`config.mk`:
```
export PLATFORM = sky130hd
export DESIGN_NAME = pipelined_seg_adder
export DESIGN_NICKNAME = d
export VERILOG_FILES = /design/src/rtl/pipelined_seg_adder.sv
export SDC_FILE = /design/constraint.sdc
export NUM_CORES = 1
export LEC_CHECK = 0
export ABC_AREA = 1
export BUFFER_PORTS_ARGS = -buffer_cell sky130_fd_sc_hd__buf_2
export CAP_MARGIN = 15
export CELL_PAD_IN_SITES_DETAIL_PLACEMENT = 1
export CELL_PAD_IN_SITES_GLOBAL_PLACEMENT = 1
export CORE_UTILIZATION = 49
export CTS_BUF_LIST = sky130_fd_sc_hd__clkbuf_2 sky130_fd_sc_hd__clkbuf_4 sky130_fd_sc_hd__clkbuf_8
export CTS_CLUSTER_DIAMETER = 50
export DETAILED_ROUTE_END_ITERATION = 10
export PLACE_DENSITY = 0.95
export SETUP_SLACK_MARGIN = 0.3
export SYNTH_ARGS = -nofsm -noshare
export SYNTH_HDL_FRONTEND = slang
export SYNTH_SLANG_ARGS = --single-unit
```
`constraint.sdc`:
```
create_clock -name clk -period 6.1 [get_ports clk]
set_clock_uncertainty 0.2 [all_clocks]
set_input_delay 0.61 -clock clk [delete_from_list [all_inputs] [get_ports clk]]
set_output_delay 0.61 -clock clk [all_outputs]
set_load 0.05 [all_outputs]
```
`src/rtl/pipelined_seg_adder.sv`:
```
// Segmented, pipelined add/subtract unit: one SEG_W-bit slice per stage, carry registered between stages.
// Optional PIPE_ADDER_SAT_EN: clamp the result to the signed limit on two's-complement overflow.
module pipelined_seg_adder #(
    parameter int WIDTH = 32,
    parameter int SEG_W = 8
) (
    input  logic             clk,
    input  logic             rst_n,
    input  logic             in_valid,
    output logic             in_ready,
    input  logic [WIDTH-1:0] a,
    input  logic [WIDTH-1:0] b,
    input  logic             cin,
    input  logic             sub,
    output logic             out_valid,
    input  logic             out_ready,
    output logic [WIDTH-1:0] sum,
    output logic             cout,
    output logic             ovf
);

    localparam int NSEG = WIDTH / SEG_W;
    localparam int MSB  = WIDTH - 1;

    generate
        if (SEG_W < 1 || WIDTH < SEG_W || (WIDTH % SEG_W) != 0) begin : g_param_check
            $error("pipelined_seg_adder: WIDTH must be a non-zero multiple of SEG_W");
        end
    endgenerate

    // Handshake: a beat moves on valid && ready. The whole pipe advances together whenever the
    // output register is empty or being drained; in_ready never looks at in_valid.
    logic             adv;

    logic [NSEG-1:0]  vld_q, vld_d;
    logic [NSEG-1:0]  cy_q, cy_d;
    logic [WIDTH-1:0] opa_q  [NSEG];
    logic [WIDTH-1:0] opa_d  [NSEG];
    logic [WIDTH-1:0] opb_q  [NSEG];
    logic [WIDTH-1:0] opb_d  [NSEG];
    logic [WIDTH-1:0] psum_q [NSEG];
    logic [WIDTH-1:0] psum_d [NSEG];
    logic             ovf_q, ovf_d;

    always_comb begin
        logic [WIDTH-1:0] src_a;
        logic [WIDTH-1:0] src_b;
        logic [WIDTH-1:0] src_s;
        logic [WIDTH-1:0] nxt_s;
        logic             src_c;
        logic             src_v;
        logic [SEG_W-1:0] seg_s;
        logic             seg_c;
        int               prev;

        adv   = !vld_q[NSEG-1] || out_ready;
        vld_d = vld_q;
        cy_d  = cy_q;
        ovf_d = ovf_q;
        src_a = '0;
        src_b = '0;
        src_s = '0;
        nxt_s = '0;
        src_c = 1'b0;
        src_v = 1'b0;
        seg_s = '0;
        seg_c = 1'b0;
        prev  = 0;
        for (int k = 0; k < NSEG; k++) begin
            opa_d[k]  = opa_q[k];
            opb_d[k]  = opb_q[k];
            psum_d[k] = psum_q[k];
        end

        for (int k = 0; k < NSEG; k++) begin
            prev = (k == 0) ? 0 : k - 1;
            if (k == 0) begin
                // Subtraction is a + ~b + 1, so the forced carry-in replaces cin.
                src_a = a;
                src_b = sub ? ~b : b;
                src_s = '0;
                src_c = sub | cin;
                src_v = in_valid;
            end else begin
                src_a = opa_q[prev];
                src_b = opb_q[prev];
                src_s = psum_q[prev];
                src_c = cy_q[prev];
                src_v = vld_q[prev];
            end

            {seg_c, seg_s} = {1'b0, src_a[k*SEG_W +: SEG_W]}
                           + {1'b0, src_b[k*SEG_W +: SEG_W]}
                           + {{SEG_W{1'b0}}, src_c};
            nxt_s = src_s;
            nxt_s[k*SEG_W +: SEG_W] = seg_s;

            if (k == NSEG - 1) begin
                ovf_d = (src_a[MSB] == src_b[MSB]) && (nxt_s[MSB] != src_a[MSB]);
`ifdef PIPE_ADDER_SAT_EN
                // Overflow direction follows the shared operand sign.
                if (ovf_d) begin
                    nxt_s = src_a[MSB] ? {1'b1, {(WIDTH-1){1'b0}}} : {1'b0, {(WIDTH-1){1'b1}}};
                end
`endif
            end

            opa_d[k]  = src_a;
            opb_d[k]  = src_b;
            psum_d[k] = nxt_s;
            cy_d[k]   = seg_c;
            vld_d[k]  = src_v;
        end
    end

    always_ff @(posedge clk or negedge rst_n) begin
        if (!rst_n) begin
            vld_q <= '0;
            cy_q  <= '0;
            ovf_q <= 1'b0;
            for (int k = 0; k < NSEG; k++) begin
                opa_q[k]  <= '0;
                opb_q[k]  <= '0;
                psum_q[k] <= '0;
            end
        end else if (adv) begin
            vld_q <= vld_d;
            cy_q  <= cy_d;
            ovf_q <= ovf_d;
            for (int k = 0; k < NSEG; k++) begin
                opa_q[k]  <= opa_d[k];
                opb_q[k]  <= opb_d[k];
                psum_q[k] <= psum_d[k];
            end
        end
    end

    assign in_ready  = adv;
    assign out_valid = vld_q[NSEG-1];
    assign sum       = psum_q[NSEG-1];
    assign cout      = cy_q[NSEG-1];
    assign ovf       = ovf_q;

endmodule

```
==> impl_metrics.tcl, run 1 <==
set metrics [dict create \
    tightestPinTransition_ps 1128 \
    netlist_instances 1009 \
    path_max_fanout 92 \
    multi_input_area_sq_mm 0.003411 \
    firstDrtPassIters 4 \
    sw_frac_of_total 0.4645 \
    final_cell_mix "nand2_1, dfrtp_1, buf_2" \
    cts_sinks 185 \
    ir_drop_mv 0.3863 \
    crit_path_end_kind "output port" \
    cts_root_buf "clkbuf_8" \
    dpl.hpwl_microns 14670 \
    antenna_left 0 \
    ys_ff_latch 185 \
    cap_violations 0 \
    cts_made_buffers 17 \
    internal_power_mw 2.818 \
    synthToLayoutAreaGrowth_pct 11.89 \
    required_ps 5290 \
    num_rows 48 \
    nFillCells 2080 \
    yosysUniqueCellTypes 24 \
    route.detailed.drc 0 \
    p_per_area_mw_per_mm2 546.5 \
    final.period_utilization 0.5241 \
    htreeDepth 4 \
    fin_crit_ps 3197 \
    grt_overflow 0 \
    start_util 0.4993 \
    grt_usage 0.2573 \
    startpoint "vld_q[3]$_DFFE_PN0P_" \
    drive_gt1_frac 0.1342 \
    crit_type "reg -> out" \
    fin_tns_setup_ps 0 \
    p_seq_frac 0.397 \
    p_sw_mw 2.445 \
    outcome "finished, final reports clean" \
    finalWirelength_microns 21310 \
    maxSlewViolCount 0 \
    cts_tree "built" \
    start_kind "register" \
    fp.dieW_microns 134.5 \
    clk_pin_slew_ps 100 \
    viasPerCell 5.155 \
    die_h_microns 134.5 \
    relSlewSlack 0.2481 \
    grt_pass1_wl_microns 36180 \
    synth_nets 1115 \
    cts_resized 0 \
    grt_setup_unrepaired "false" \
    synth-seq-area-share 0.5379 \
    grt_max_degree 139 \
    syn_area_sq_mm 0.008606 \
    fin_area_sq_mm 0.009629 \
    hold_class "in -> reg" \
    die-area_sq_mm 0.01810 \
    drt-initial-drc-count 462 \
    via_count 6882 \
    final_nets 1203 \
    core_area_sq_mm 0.01724 \
    cp.arrival_ps 2390 \
    design.portCount 106 \
    synth_top_area_frac 0.5379 \
    setup_viol 0 \
    p_leak_nw 5.118 \
    clockBufferDepth 2 \
    place_area_sq_mm 0.009226 \
    holdWs_ps 118.9 \
    hold_viol 0 \
    synth.avg_cell_area_sq_um 8.529 \
    antenna_found_initial 0 \
    io_buffers 105 \
    gp_congestion 0.8146 \
    yosysTopAreaCell "dfrtp_1" \
    hold_start "a[12]" \
    insertion_delay_ps 480 \
    final_common_cell "nand2_1" \
    routedWlPerCell_microns 15.97 \
    seq_area_sq_mm 0.004629 \
    fmaxAchievable_mhz 312.8 \
    combinationalPowerShare 0.455 \
    r2r_start "vld_q[3]$_DFFE_PN0P_" \
    antenna_cells 0 \
    clkPwrFrac 0.148 \
    grt_pass1_vias 7180 \
    yosys-top-cells-area "dfrtp_1, nand2_1, ha_1" \
    yosys_warnings 0 \
]
==> layout make-up <==
cell class	instances	share of cell area
tap	225	0.02924
sequential	185	0.4808
multi-input combinational	694	0.3542
timing repair buffer	113	0.06406
clock buffer	20	0.02859
clock inverter	12	0.009356
inverter	86	0.03378
==> logic make-up after synthesis <==
| group | count (synthesis) | share of synthesized area |
|---|---|---|
| adder cells (fa/ha/maj) | 36 | 0.05932 |
| XOR/XNOR | 38 | 0.03867 |
| buffers and inverters | 130 | 0.06572 |
| AND/OR/NAND/NOR | 496 | 0.2246 |
| AO/OA/AOI/OAI | 124 | 0.07371 |
| flip-flops | 185 | 0.5379 |
==> synthesized netlist by cell type <==
cell type,n
o21bai_1,1
or2_2,2
buf_2,29
nand4_1,5
buf_4,9
o21a_1,3
nor2_1,15
o22ai_1,1
a21oi_1,18
buf_6,1
dfrtp_1,185
nor2_4,1
xor2_1,9
fa_1,8
inv_2,2
xnor2_1,29
inv_1,84
nand2_1,436
clkbuf_1,5
ha_1,28
o21ai_1,33
a211oi_1,1
o21ai_0,67
nand3_1,37
==> layer usage <==
metal / track usage / part of all wire
met2: 0.4162 / 0.49
met3: 0.04580 / 0.036
met4: 0.09613 / 0.022
met5: 0 / 0
met1: 0.3482 / 0.45
==> through the flow <==
stage               setup WS, ps  cells  total power [mW]    util
floorplan                   3533   1009             3.786       -
global placement            3044   1301             4.249  0.5353
detailed placement          2914   1301             4.463  0.5353
CTS                         2862   1333             5.301  0.5565
global route                2715   1335             5.691  0.5587
finish                      2903   1335             5.262  0.5587
==> critical path, stage by stage (launching register included) <==
cell and delay (ps):
dfrtp_1 350, inv_1 60, nor2_4 70, buf_4 670, inv_4 360, buf_2 350
==> path summary, 6_finish.rpt <==
check	end	slack, ps	depth (start not counted)
max in group asynchronous	opa_d[26]$_DFFE_PN0P_	3860	4
max reg2reg	sum[31]$_DFFE_PN0P_	3200	10
min	opa_d[76]$_DFFE_PN0P_	120	3
max	in_ready	2900	5
min reg2reg	psum_d[34]$_DFFE_PN0P_	280	2
min in group asynchronous	sum[21]$_DFFE_PN0P_	420	2
==> power by group through the flow <==
| stage | registers (mW) | logic [mW] | clock network, mW |
|---|---|---|---|
| detailed placement | 2.10 | 2.36 | 0 |
| global placement | 2.06 | 2.19 | 0 |
| global route | 2.15 | 2.70 | 0.837 |
| finish | 2.09 | 2.40 | 0.778 |
| CTS | 2.09 | 2.42 | 0.795 |
| floorplan | 2.41 | 1.38 | 0 |
==> registers in the layout, summed over array words and instances (netlist names) <==
register	flops
psum_d	48
opb_d	48
ovf	1
opa_d	48
cy_q	4
sum	32
vld_q	4
==> what timing repair did <==
action,in CTS,in global routing
endpoints found under the hold margin,0,45
setup buffers,0,0
hold buffers,0,1
No activity file was read; power rests on OpenSTA's default activity.
==> inputs of run 2 (changes only) <==
Settings changed: CORE_UTILIZATION 49 to 45, PLACE_DENSITY 0.95 to 0.94.
Clock period 6.1 ns to 3.2 ns, I/O delays scaled along.
==> run 2 against run 1 <==
  * First-iteration DRC count is 4.1% lower
  * Non-clock buffer count up 49
  * Largest cell class unchanged
  * Sequential share of layout area shrank 2.6 points
  * Die area grew 8.8%
==> impl_metrics.tcl, run 2 (same netlist as run 1, synthesis figures left out) <==
set metrics [dict create \
    tightestPinTransition_ps 868.7 \
    p_leak_nw 5.341 \
    via_count 7088 \
    p_sw_mw 4.677 \
    cts_setup_buffers 0 \
    fin_util 0.5445 \
    cts_tree "built" \
    gp_congestion 0.8125 \
    cts_root_buf "clkbuf_8" \
    routedWlPerCell_microns 16.24 \
    grt_pass1_wl_microns 37890 \
    dp.cells 1312 \
    final_cell_mix "nand2_1, dfrtp_1, buf_2" \
    p_per_area_mw_per_mm2 1005 \
    synthToLayoutAreaGrowth_pct 18.35 \
    final.period_utilization 0.7390 \
    die-area_sq_mm 0.01968 \
    p_seq_frac 0.388 \
    total_power_mw 10.23 \
    rr_worst_depth 8 \
    grt_overflow 0 \
    r2r_start "opa_d[48]$_DFFE_PN0P_" \
    final_common_cell "nand2_1" \
    cap_violations 0 \
    drive_gt1_frac 0.1294 \
    clkPwrFrac 0.159 \
    cts_resized 0 \
    cts_sinks 185 \
    outcome "finished, final reports clean" \
    crit_path_end_kind "output port" \
    clk_pin_slew_ps 90 \
    pre_cts_slack_ps 743.8 \
    hold_start "b[25]" \
    viasPerCell 5.088 \
    core_area_sq_mm 0.01871 \
    dpl.hpwl_microns 14210 \
    start_kind "register" \
    required_ps 2680 \
    io_buffers 105 \
    clockBufferDepth 2 \
    cp_cell_sequence "inv_1, nor2_4, inv_4, buf_2" \
    route.detailed.drc 0 \
    grt_setup_unrepaired "false" \
    antenna_cells 0 \
    firstDrtPassIters 4 \
    design.portCount 106 \
    drt-initial-drc-count 443 \
    rrSetupSlack_ps 1020 \
    cp.arrival_ps 1840 \
    maxSlewViolCount 0 \
    r2r-end "cy_q[2]$_DFFE_PN0P_" \
    fp.dieW_microns 140.3 \
    num_rows 50 \
    insertion_delay_ps 490 \
    sw_frac_of_total 0.4569 \
    fin_cells 1393 \
    fmaxAchievable_mhz 422.9 \
    setup_ws_ps 835.2 \
    antenna_found_initial 0 \
    path_max_fanout 54 \
    internal_power_mw 5.558 \
    setup_viol 0 \
    hold_end "opb_d[89]$_DFFE_PN0P_" \
    antenna_left 0 \
    grt_pass1_vias 7758 \
    relSlewSlack 0.4209 \
    hold_class "in -> reg" \
    cts_hold_buf 49 \
    finalWirelength_microns 22620 \
    crit_type "reg -> out" \
    ir_drop_mv 0.4030 \
    hold_viol 0 \
    grt_max_degree 216 \
    htreeDepth 4 \
    fin_tns_setup_ps 0 \
    combinationalPowerShare 0.453 \
    fin_crit_ps 2365 \
    min_path_cells 3 \
    die_h_microns 140.3 \
    final_nets 1252 \
    critical_path.slowest_cell "inv_4" \
    cts_made_buffers 17 \
    start_util 0.4601 \
    cp_slowest_stage_delay_ps 430 \
    grt_usage 0.2470 \
]
-- run 2: stage by stage --
stage	hold WS [ps]	area, sq um
6_report	37.92	10180
3_3_place_gp	250.1	9290
3_5_place_dp	256.7	9290
2_1_floorplan	-175.6	8606
5_1_grt	17.90	10180
4_1_cts	25.00	10180
-- run 2: per-layer routing --
layer	global-route usage	wire, microns	part of all wire	up-vias
met3	0.03897	630	0.028	42
met5	0	0	0	-
met2	0.4279	11380	0.50	138
met4	0.1035	560	0.025	0
li1	-	-	-	3411
met1	0.3076	10050	0.44	3497
-- run 2: area by class of cell --
cell class / instances / area (sq um)
multi-input cells: 694 / 3411
inverters: 86 / 325.3
flip-flops and latches: 185 / 4629
well taps: 234 / 292.8
repair buffers: 162 / 1122
clock inverters: 12 / 141.4
fillers: 2243 / 8521
clock buffers: 20 / 262.8
-- run 2: worst max-delay path by stage --
stage | startpoint | to | depth (start not counted)
detailed placement | sub | psum_d[68]$_DFFE_PN0P_ | 11
finish | vld_q[3]$_DFFE_PN0P_ | in_ready | 4
CTS | vld_q[3]$_DFFE_PN0P_ | in_ready | 4
global route | vld_q[3]$_DFFE_PN0P_ | in_ready | 4
floorplan | sub | cy_q[0]$_DFFE_PN0P_ | 13
global placement | sub | psum_d[68]$_DFFE_PN0P_ | 11
-- run 2: worst max-delay path: cells and delay by family, from the launching register on --
kind	cells	cell delay (ps)
buffers and inverters	3	900
flip-flops	1	380
AND/OR/NAND/NOR	1	50
-- run 2: power groups by stage --
stage	sequential (mW)	combinational, mW	clock (mW)
2_1_floorplan	4.59	2.63	0
3_3_place_gp	3.92	4.21	0
3_5_place_dp	4.00	4.49	0
4_1_cts	3.96	4.64	1.66
5_1_grt	4.08	5.18	1.75
6_report	3.97	4.63	1.63
